`src/rtl/clk_strobe_gen.sv`:
```
// clk_strobe_gen: NCO clock-enable generator with warm-up hold-off; define CLK_STROBE_GEN_CNT_EN to add the stb_cnt strobe counter
module clk_strobe_gen #(
  parameter int W      = 32,
  parameter int WARMUP = 1024,
  parameter int CW     = 16
) (
  input  logic         clk,
  input  logic         rst_n,
  input  logic         en,
  input  logic         phase_clr,
  input  logic [W-1:0] inc_in,
  input  logic         inc_ld,
  output logic [W-1:0] inc_cur,
  output logic         ready,
  output logic         stb,
  output logic         stb_180
`ifdef CLK_STROBE_GEN_CNT_EN
  ,
  output logic [CW-1:0] stb_cnt
`endif
);
  localparam int WCW = $clog2(WARMUP + 1);
  logic [W-1:0]   acc, pend, acc_nxt, inc_nxt, pend_nxt;
  logic [W:0]     sum;
  logic [WCW-1:0] warm_cnt;
  logic           pend_v, pend_v_nxt, add, carry, xfer, stb_nxt, stb_180_nxt;
  // phase add, strobe decode and glitch-free increment hand-off (only at wrap, idle or warm-up)
  always_comb begin
    add         = ready & en & ~phase_clr;
    sum         = {1'b0, acc} + {1'b0, inc_cur};
    carry       = add & sum[W];
    xfer        = ~ready | (inc_cur == '0) | carry;
    stb_nxt     = carry;
    stb_180_nxt = add & ~acc[W-1] & sum[W-1] & ~sum[W];
    acc_nxt     = phase_clr ? '0 : add ? sum[W-1:0] : acc;
    pend_nxt    = inc_ld ? inc_in : pend;
    inc_nxt     = (inc_ld & xfer) ? inc_in : (pend_v & xfer) ? pend : inc_cur;
    pend_v_nxt  = inc_ld ? ~xfer : (pend_v & ~xfer);
  end
  // warm-up counter; ready latches once WARMUP edges have passed since reset release
  always_ff @(posedge clk) begin
    if (!rst_n) begin
      warm_cnt <= '0;
      ready    <= 1'b0;
    end else if (!ready) begin
      warm_cnt <= warm_cnt + 1'b1;
      ready    <= (warm_cnt == WCW'(WARMUP - 1));
    end
  end
  // phase accumulator, increment registers and registered strobes
  always_ff @(posedge clk) begin
    if (!rst_n) begin
      acc     <= '0;
      inc_cur <= '0;
      pend    <= '0;
      pend_v  <= 1'b0;
      stb     <= 1'b0;
      stb_180 <= 1'b0;
    end else begin
      acc     <= acc_nxt;
      inc_cur <= inc_nxt;
      pend    <= pend_nxt;
      pend_v  <= pend_v_nxt;
      stb     <= stb_nxt;
      stb_180 <= stb_180_nxt;
    end
  end
`ifdef CLK_STROBE_GEN_CNT_EN
  // strobe counter advances on the same edge that raises stb
  always_ff @(posedge clk) begin
    if (!rst_n || phase_clr) stb_cnt <= '0;
    else if (stb_nxt) stb_cnt <= stb_cnt + 1'b1;
  end
`else
  logic unused_cw;
  assign unused_cw = ^CW;
`endif
endmodule

```
`config.mk`:
```
export PLATFORM = sky130hd
export DESIGN_NAME = clk_strobe_gen
export DESIGN_NICKNAME = d
export VERILOG_FILES = /design/src/rtl/clk_strobe_gen.sv
export SDC_FILE = /design/constraint.sdc
export NUM_CORES = 1
export LEC_CHECK = 0
export ABC_AREA = 1
export CORE_ASPECT_RATIO = 0.5
export CORE_MARGIN = 2
export CORE_UTILIZATION = 52
export CTS_CLUSTER_SIZE = 8
export DETAILED_ROUTE_END_ITERATION = 8
export PLACE_DENSITY = 0.79
export SYNTH_ARGS = -nofsm -noshare
export SYNTH_HDL_FRONTEND = slang
export SYNTH_SLANG_ARGS = --single-unit
```
`constraint.sdc`:
```
create_clock -name clk -period 2 [get_ports clk]
set_input_delay 0.4 -clock clk [delete_from_list [all_inputs] [get_ports clk]]
set_output_delay 0.4 -clock clk [all_outputs]
set_load 0.01 [all_outputs]
```
==> flow_summary.json, run 1 <==
{
  "cap_viol_max_count": 0,
  "crit_arrival_ns": 2.57,
  "timing.critical_path.slowest_stage_cell": "dfxtp_1",
  "die-area_um2": 13550,
  "yosysUniqueCellTypes": 40,
  "cts_buffers": 9,
  "grt_max_degree": 56,
  "layout_commonest_cell": "nand2_1",
  "antenna_cells": 0,
  "rsz0062_at_grt": "yes",
  "crit_path_end_kind": "flip-flop",
  "synth_edf_count": 0,
  "dr_total_vias": 7733,
  "tritoncts": "built",
  "grt_usage_pct": 31.06,
  "yosysTopAreaCell": "dfxtp_1",
  "wirelength_um": 24670,
  "fin_ws_ns": -0.3274,
  "synth_area_um2": 6544,
  "area_delta_synth_final_pct": 46.85,
  "cp_max_fo": 7,
  "relSlewSlack_pct": 59.05,
  "io_buffers": 71,
  "drt_iter0_drc": 883,
  "dr.pass1.iters": 8,
  "overflow": 0,
  "path_cells": "ha_1 > nand2_2 > inv_1 > a21oi_1 > nand2_1 > a21oi_2 > nand2_4 > nand2_4 > nand2_8 > nand2_8 > buf_12 > nand2_2 > nand2_1 > a21oi_2",
  "drive_above_1_share_pct": 30.66,
  "ant_nets": 0,
  "cp_top_family": "simple AND/OR/NAND/NOR gates",
  "grt_pass1_vias": 6665,
  "syn_inst": 990,
  "required_ns": 2.24,
  "p_per_area_nw_per_um2": 553.5,
  "status": "finished with violations",
  "cts.path.max_buffers": 2,
  "skew_ns": 0.01039,
  "hpwl_um": 15170,
  "synth-seq-cells": 111,
  "die_x_um": 162.6,
  "clock-sinks": 111,
  "syn_avg_cell_area_um2": 6.610,
  "antenna_found_initial": 0,
  "setup_violations": 57,
  "die_h_um": 83.33,
  "violations": "setup timing",
  "io_pins": 72,
  "crit_buf_inv": 2,
  "rows": 28,
  "dpl.cell_count": 1331,
  "seq_area_frac_synth_pct": 33.96,
  "h-tree-depth": 3,
  "grt_pass1_wl_um": 33440,
  "cts-root-buf": "clkbuf_16",
  "viasPerCell": 5.678,
  "start_util_pct": 54.30,
  "leakage_nw": 4.457,
  "synth_area_leaders": "dfxtp_1, nand2_1, nor2_1",
  "clkLatencyLatePin_ns": 0.36,
  "async_flop_share_pct": 0,
  "routedWlPerCell_um": 18.12,
  "setup-tns-final_ns": -11.47,
  "fin_crit_ns": 2.327,
  "postCtsHoldBufs": 0,
  "worst_pin_slew_ns": 0.6134,
  "core_region_area_um2": 12050,
  "report.final.slew_viol_count": 0,
  "final_cell_mix": "nand2_1, buf_4, nor2_1",
  "routabilityCongestion": 0.9354,
  "clk_pin_slew_ns": 0.09,
  "yosysTopAreaCellShare_pct": 33.96,
  "synth.net_count": 1061,
  "power.total_w": 0.005318,
  "hp-class": "reg -> reg",
  "start_kind": "flip-flop",
  "yosys_most_used_dff": "dfxtp_1",
  "slowest_delay_ns": 0.33,
  "criticalPathCategory": "reg -> reg",
  "post-route-period-util_pct": 116.4,
  "final_nets": 1263,
  "final_cells": 1362,
  "ir_drop_mv": 0.4448,
  "fmax_mhz": 429.7,
  "route.detailed.drc": 0,
  "hold_viol": 0,
  "yosys_warnings": 0
}
registers in the layout (all words and copies together), names as in the netlist:
name	count
acc	32
inc_cur	32
pend	32
warm_cnt	11
pend_v	1
ready	1
stb	1
stb_180	1
where the power goes:
group	switching (W)	internal (W)	leakage, nW
combinational	0.000527	0.000487	3.39
clock	0.000979	0.000926	0.149
sequential	0.0000955	0.00230	0.919
total	0.00160	0.00372	4.46
kinds of logic after synthesis:
kind of cell,count (synthesis),synth area share [%]
AND/OR/NAND/NOR,493,31.61
AO/OA/AOI/OAI,178,15.35
buffers and inverters,157,10.19
flip-flops,111,33.96
adder cells (fa/ha/maj),34,6.616
XOR/XNOR,17,2.275
worst min-delay path: stages, from the launching register on:
cell	delay [ns]
dfxtp_1	0.31
inv_1	0.06
a21oi_1	0.06
synthesized netlist by cell type, drive strengths merged, types with 6 or more instances:
| library cell | count |
|---|---|
| ha | 33 |
| a21o | 7 |
| nand3 | 30 |
| a21oi | 100 |
| or2 | 19 |
| o21ai | 59 |
| clkbuf | 11 |
| nor4 | 6 |
| dfxtp | 111 |
| inv | 127 |
| nor3 | 14 |
| nand2 | 270 |
| xor2 | 13 |
| buf | 18 |
| nor2 | 148 |
final timing paths:
kind	to	slack [ns]	from	depth (start not counted)
setup / recovery	inc_cur[0]	-0.33	acc[22]	14
hold / removal	pend[12]	0.46	pend[12]	2
setup reg to reg	inc_cur[0]	-0.33	acc[22]	14
hold reg to reg	pend[12]	0.46	pend[12]	2
per-layer routing:
metal	up-vias	track usage (%)	wire length, um
met5	-	0	0
met4	0	6.919	1263
met3	141	6.244	2727
met2	505	46.77	10600
met1	3557	45.61	10080
li1	3530	-	-
final cells by class:
type	instances	area (um2)
Multi-Input combinational cell	722	4399
Clock inverter	6	76.32
Clock buffer	10	239.0
Timing Repair Buffer	220	1934
Sequential cell	111	2261
Fill cell	742	2442
Tap cell	165	206.4
Inverter	128	493.0
stage by stage:
step	util [%]	worst slack (ns)	area [um2]	hold slack, ns
floorplan	-	-0.07052	6568	0.4224
global placement	69.42	-0.1662	8367	0.4333
detailed placement	69.42	-0.2224	8367	0.4447
CTS	74.92	-0.1663	9029	0.4568
global route	79.73	-0.4540	9609	0.4770
finish	79.73	-0.3274	9609	0.4563
repair_timing:
action / 4_1_cts / 5_1_grt
gates cloned: 0 / 1
setup buffers: 9 / 6
pin swaps: 19 / 35
setup endpoints to repair: 51 / 60
resized for setup: 60 / 136
Power figures use the tool's default switching activity.
==> inputs of run 2 (changes only) <==
--- a/config.mk
+++ b/config.mk
@@ -8,10 +8,10 @@
 export ABC_AREA = 1
 export CORE_ASPECT_RATIO = 0.5
 export CORE_MARGIN = 2
-export CORE_UTILIZATION = 52
+export CORE_UTILIZATION = 31
 export CTS_CLUSTER_SIZE = 8
 export DETAILED_ROUTE_END_ITERATION = 8
-export PLACE_DENSITY = 0.79
+export PLACE_DENSITY = 0.53
 export SYNTH_ARGS = -nofsm -noshare
 export SYNTH_HDL_FRONTEND = slang
 export SYNTH_SLANG_ARGS = --single-unit
==> run 2 against run 1 <==
The run still ends with setup timing left. Die area is 65% higher. Critical path depth is 1 lower. Core utilization is 30 points lower. Combinational power is 6% higher. Clock skew is 0.00093 ns lower. Non-clock buffer count is 22 higher. Via count is 9.9% lower. Sequential power hardly changed. Maximum frequency is 8.2% higher. Global-route usage is 12 points lower. Count of clock-buffer cells in the layout stayed put.
==> flow_summary.json, run 2 (same netlist as run 1, synthesis figures left out) <==
{
  "dr.pass1.iters": 5,
  "leakage_nw": 4.710,
  "antenna_cells": 0,
  "crit_arrival_ns": 2.42,
  "criticalPathCategory": "reg -> reg",
  "routedWlPerCell_um": 14.96,
  "fin_crit_ns": 2.151,
  "largestRegisters": "acc: 32 flops, inc_cur: 32 flops, pend: 32 flops",
  "hold_viol": 0,
  "post-route-period-util_pct": 107.6,
  "cts_buffers": 9,
  "cts.path.max_buffers": 2,
  "timing.hold.ws_ns": 0.4527,
  "die_h_um": 106.7,
  "final_nets": 1286,
  "antenna_found_initial": 0,
  "start_util_pct": 31.69,
  "status": "finished with violations",
  "grt_use_met1_pct": 28.86,
  "final_cell_mix": "nand2_1, buf_4, inv_1",
  "layout_commonest_cell": "nand2_1",
  "io_pins": 72,
  "wirelength_um": 22320,
  "postCtsHoldBufs": 0,
  "drt_iter0_drc": 406,
  "grt_max_degree": 56,
  "ir_drop_mv": 0.3521,
  "clock-sinks": 111,
  "io_buffers": 71,
  "grtUsageMet3_pct": 3.632,
  "setup_violations": 40,
  "skew_ns": 0.009459,
  "setup-tns-final_ns": -3.669,
  "crit_path_end_kind": "flip-flop",
  "area_delta_synth_final_pct": 56.50,
  "die-area_um2": 22360,
  "relSlewSlack_pct": 73.84,
  "violations": "setup timing",
  "fmax_mhz": 464.9,
  "clk_pin_slew_ns": 0.08,
  "place_area_um2": 8685,
  "hpwl_um": 16690,
  "report.final.slew_viol_count": 0,
  "p_per_area_nw_per_um2": 514.1,
  "clkLatencyLatePin_ns": 0.36,
  "die_x_um": 209.5,
  "cp_max_fo": 2,
  "worst_pin_slew_ns": 0.3910,
  "power.total_w": 0.005265,
  "grt_pass1_vias": 6391,
  "h-tree-depth": 3,
  "overflow": 0,
  "top_usage_layer": "met1",
  "rsz0062_at_grt": "yes",
  "start_kind": "flip-flop",
  "grt_pass1_wl_um": 33480,
  "routabilityCongestion": 0.8948,
  "ant_nets": 0,
  "hp-class": "reg -> reg",
  "tritoncts": "built",
  "grt_usage_pct": 19.41,
  "final_cell_area_um2": 10240,
  "drive_above_1_share_pct": 36.42,
  "required_ns": 2.27,
  "cts-root-buf": "clkbuf_16",
  "dr_total_vias": 6967,
  "route.detailed.drc": 0,
  "rows": 37,
  "cap_viol_max_count": 0,
  "fin_ws_ns": -0.1512,
  "use_met2_pct": 28.14,
  "viasPerCell": 4.670,
  "core_region_area_um2": 20650
}
run 2: cell count changes in the layout (fill, tap and decap cells not counted), sizes merged:
cell      delta
nand2        +1
clkbuf       -1
clkinvlp     -1
buf         +23
inv          +2
clkinv       -2
run 2: cell type report:
type | count | area [um2]
clock buffer | 10 | 239.0
clock inverter | 5 | 38.79
fill | 1962 | 10410
inverter | 128 | 488.0
multi-input combinational | 723 | 4669
sequential | 111 | 2301
tap | 273 | 341.6
timing repair buffer | 242 | 2163
run 2: worst paths after layout:
check / startpoint / to / slack [ns] / cells past startpoint
max reg2reg: acc[0] / acc[12] / -0.15 / 13
min: pend[26] / pend[26] / 0.45 / 2
max: acc[0] / acc[12] / -0.15 / 13
min reg2reg: pend[26] / pend[26] / 0.45 / 2
run 2: timing repair:
item / 4_1_cts / 5_1_grt
resized for setup: 86 / 202
endpoints found under the setup margin: 53 / 57
pin swaps: 23 / 51
gates cloned: 2 / 0
buffers inserted: 10 / 6
run 2: worst max-delay path, cell delays in order (launching register included):
cell     delay, ns
dfxtp_2       0.34
ha_4          0.16
fa_2          0.35
nand3_2       0.08
nand3_2       0.08
nand2_2       0.08
nand2_2       0.05
buf_4         0.13
buf_6         0.11
a31o_4        0.24
buf_6         0.12
xor2_1        0.13
o21ai_1       0.12
inv_1         0.05
run 2: report_power, final:
part / internal, W / leakage, nW / switching, W / total [W]
clock network: 0.000890 / 0.141 / 0.000909 / 0.00180
registers: 0.00230 / 0.929 / 0.0000931 / 0.00240
logic: 0.000533 / 3.64 / 0.000537 / 0.00107
run 2: metrics by stage:
step,cells,worst slack [ns],util (%)
after detailed placement,1460,-0.3058,42.06
after global placement,1460,-0.3038,42.06
after CTS,1486,-0.1530,45.32
after floorplan,990,-0.07052,-
final,1492,-0.1512,49.60
after global routing,1492,-0.2681,49.60
run 2: routing by layer:
metal  wire length [um]  share of wire, %
met4                410               1.8
met1              11470                51
met2               9375                42
met5                  0                 0
met3               1062               4.8
==> inputs of run 3 (changes only) <==
--- a/config.mk
+++ b/config.mk
@@ -7,11 +7,11 @@
 export LEC_CHECK = 0
 export ABC_AREA = 1
 export CORE_ASPECT_RATIO = 0.5
-export CORE_MARGIN = 2
 export CORE_UTILIZATION = 31
 export CTS_CLUSTER_SIZE = 8
 export DETAILED_ROUTE_END_ITERATION = 8
 export PLACE_DENSITY = 0.53
+export REMOVE_ABC_BUFFERS = 1
 export SYNTH_ARGS = -nofsm -noshare
 export SYNTH_HDL_FRONTEND = slang
 export SYNTH_SLANG_ARGS = --single-unit
==> run 3 against run 2 <==
Combinational power down 6%. The run still ends with setup timing left. Largest power group unchanged. Core utilization shrank 1.5 points. Highest routed layer unchanged. Global-route usage grew 0.90 points. Routed wire length decreased by 0.90%. Cell area is 3.2% lower. Largest cell class unchanged.
==> flow_summary.json, run 3 (same netlist as run 1, synthesis figures left out) <==
{
  "wirelength_um": 22120,
  "die_h_um": 104.7,
  "post-route-period-util_pct": 113.7,
  "hp-class": "reg -> reg",
  "viasPerCell": 4.627,
  "dpl.cell_count": 1446,
  "grt_max_degree": 56,
  "tritoncts": "built",
  "dr.pass1.iters": 5,
  "area_delta_synth_final_pct": 51.55,
  "routabilityCongestion": 0.9554,
  "core_region_area_um2": 20600,
  "grt_usage_pct": 20.31,
  "antenna_cells": 0,
  "fin_crit_ns": 2.275,
  "cts_buffers": 9,
  "rsz0062_at_grt": "yes",
  "grt_pass1_wl_um": 34470,
  "violations": "setup timing",
  "io_pins": 72,
  "fmax_mhz": 439.6,
  "skew_ns": 0.01173,
  "dr_total_vias": 6853,
  "final_util_pct": 48.14,
  "cp_max_fo": 5,
  "die_x_um": 207.5,
  "largestRegisters": "acc: 32 flops, inc_cur: 32 flops, pend: 32 flops",
  "route.detailed.drc": 0,
  "cts.path.max_buffers": 2,
  "h-tree-depth": 3,
  "power.total_w": 0.005373,
  "cts-root-buf": "clkbuf_16",
  "ir_drop_mv": 0.3497,
  "final_cells": 1481,
  "clkLatencyLatePin_ns": 0.37,
  "start_kind": "flip-flop",
  "crit_path_end_kind": "flip-flop",
  "final_cell_mix": "nand2_1, buf_4, nor2_1",
  "timing.hold.ws_ns": 0.4544,
  "clock-sinks": 111,
  "required_ns": 2.27,
  "setup_violations": 42,
  "rows": 37,
  "final_nets": 1274,
  "fill_cells": 2007,
  "die-area_um2": 21730,
  "ant_nets": 0,
  "grt_pass1_vias": 6641,
  "report.final.slew_viol_count": 0,
  "routedWlPerCell_um": 14.93,
  "io_buffers": 71,
  "postCtsHoldBufs": 0,
  "drt_iter0_drc": 434,
  "clk_pin_slew_ns": 0.08,
  "layout_commonest_cell": "nand2_1",
  "leakage_nw": 4.640,
  "drive_above_1_share_pct": 31.37,
  "worst_pin_slew_ns": 0.3628,
  "start_util_pct": 31.76,
  "criticalPathCategory": "reg -> reg",
  "hold_viol": 0,
  "cap_viol_max_count": 0,
  "antenna_found_initial": 0,
  "crit_arrival_ns": 2.54,
  "fin_ws_ns": -0.2747,
  "relSlewSlack_pct": 75.56,
  "p_per_area_nw_per_um2": 541.8,
  "status": "finished with violations",
  "hpwl_um": 16430,
  "overflow": 0
}
[run 3: path summary, 6_finish.rpt]
| path | start | end | slack [ns] | cells past startpoint |
|---|---|---|---|---|
| worst min-delay path | pend[12] | pend[12] | 0.45 | 2 |
| worst max register to register | inc_cur[14] | inc_cur[22] | -0.27 | 17 |
| worst max-delay path | inc_cur[14] | inc_cur[22] | -0.27 | 17 |
| worst min register to register | pend[12] | pend[12] | 0.45 | 2 |
[run 3: worst max-delay path, cell delays in order, from the launching register on]
cell	delay, ns
dfxtp_4	0.38
ha_4	0.28
nand2_2	0.07
buf_4	0.14
nor2_4	0.14
inv_2	0.06
nor2_2	0.10
nand2_2	0.06
nand2_2	0.08
nand2_2	0.06
nand2_4	0.07
nand2_4	0.07
nand2_8	0.10
nand2_8	0.06
buf_12	0.15
buf_16	0.13
o21ai_2	0.15
nor2_1	0.06
[run 3: cell type report]
class	instances	area (um2)	area share (%)
multi-input combinational	723	4398	44.35
sequential	111	2261	22.80
timing repair buffer	230	2106	21.23
inverter	128	496.7	5.009
tap	273	341.6	3.444
clock buffer	10	239.0	2.410
clock inverter	6	75.07	0.7570
[run 3: per-layer routing]
metal	track usage (%)	wire [um]	vias to the layer above
li1	-	-	3564
met1	28.79	11100	3116
met2	31.72	9578	148
met3	3.817	1141	25
met4	4.478	291	0
met5	0	0	-
[run 3: what timing repair did]
| action | in CTS | in global routing |
|---|---|---|
| gates resized for setup | 90 | 136 |
| pin swaps | 21 | 40 |
| cloned | 2 | 1 |
| setup endpoints to repair | 56 | 56 |
| buffers inserted | 8 | 9 |
[run 3: power breakdown]
part           leakage (nW)  switching, W  internal [W]
Clock                 0.156      0.000946       0.00103
Sequential            0.918     0.0000854       0.00230
Combinational          3.57      0.000513      0.000498
Total                  4.64       0.00155       0.00383
[run 3: metrics by stage]
stage,area (um2),TNS [ns],worst slack (ns)
CTS,9340,-7.323,-0.2405
global placement,8568,-10.62,-0.2917
finish,9917,-8.509,-0.2747
detailed placement,8568,-11.31,-0.2818
global route,9917,-13.64,-0.3664
floorplan,6362,-14.44,-0.4427
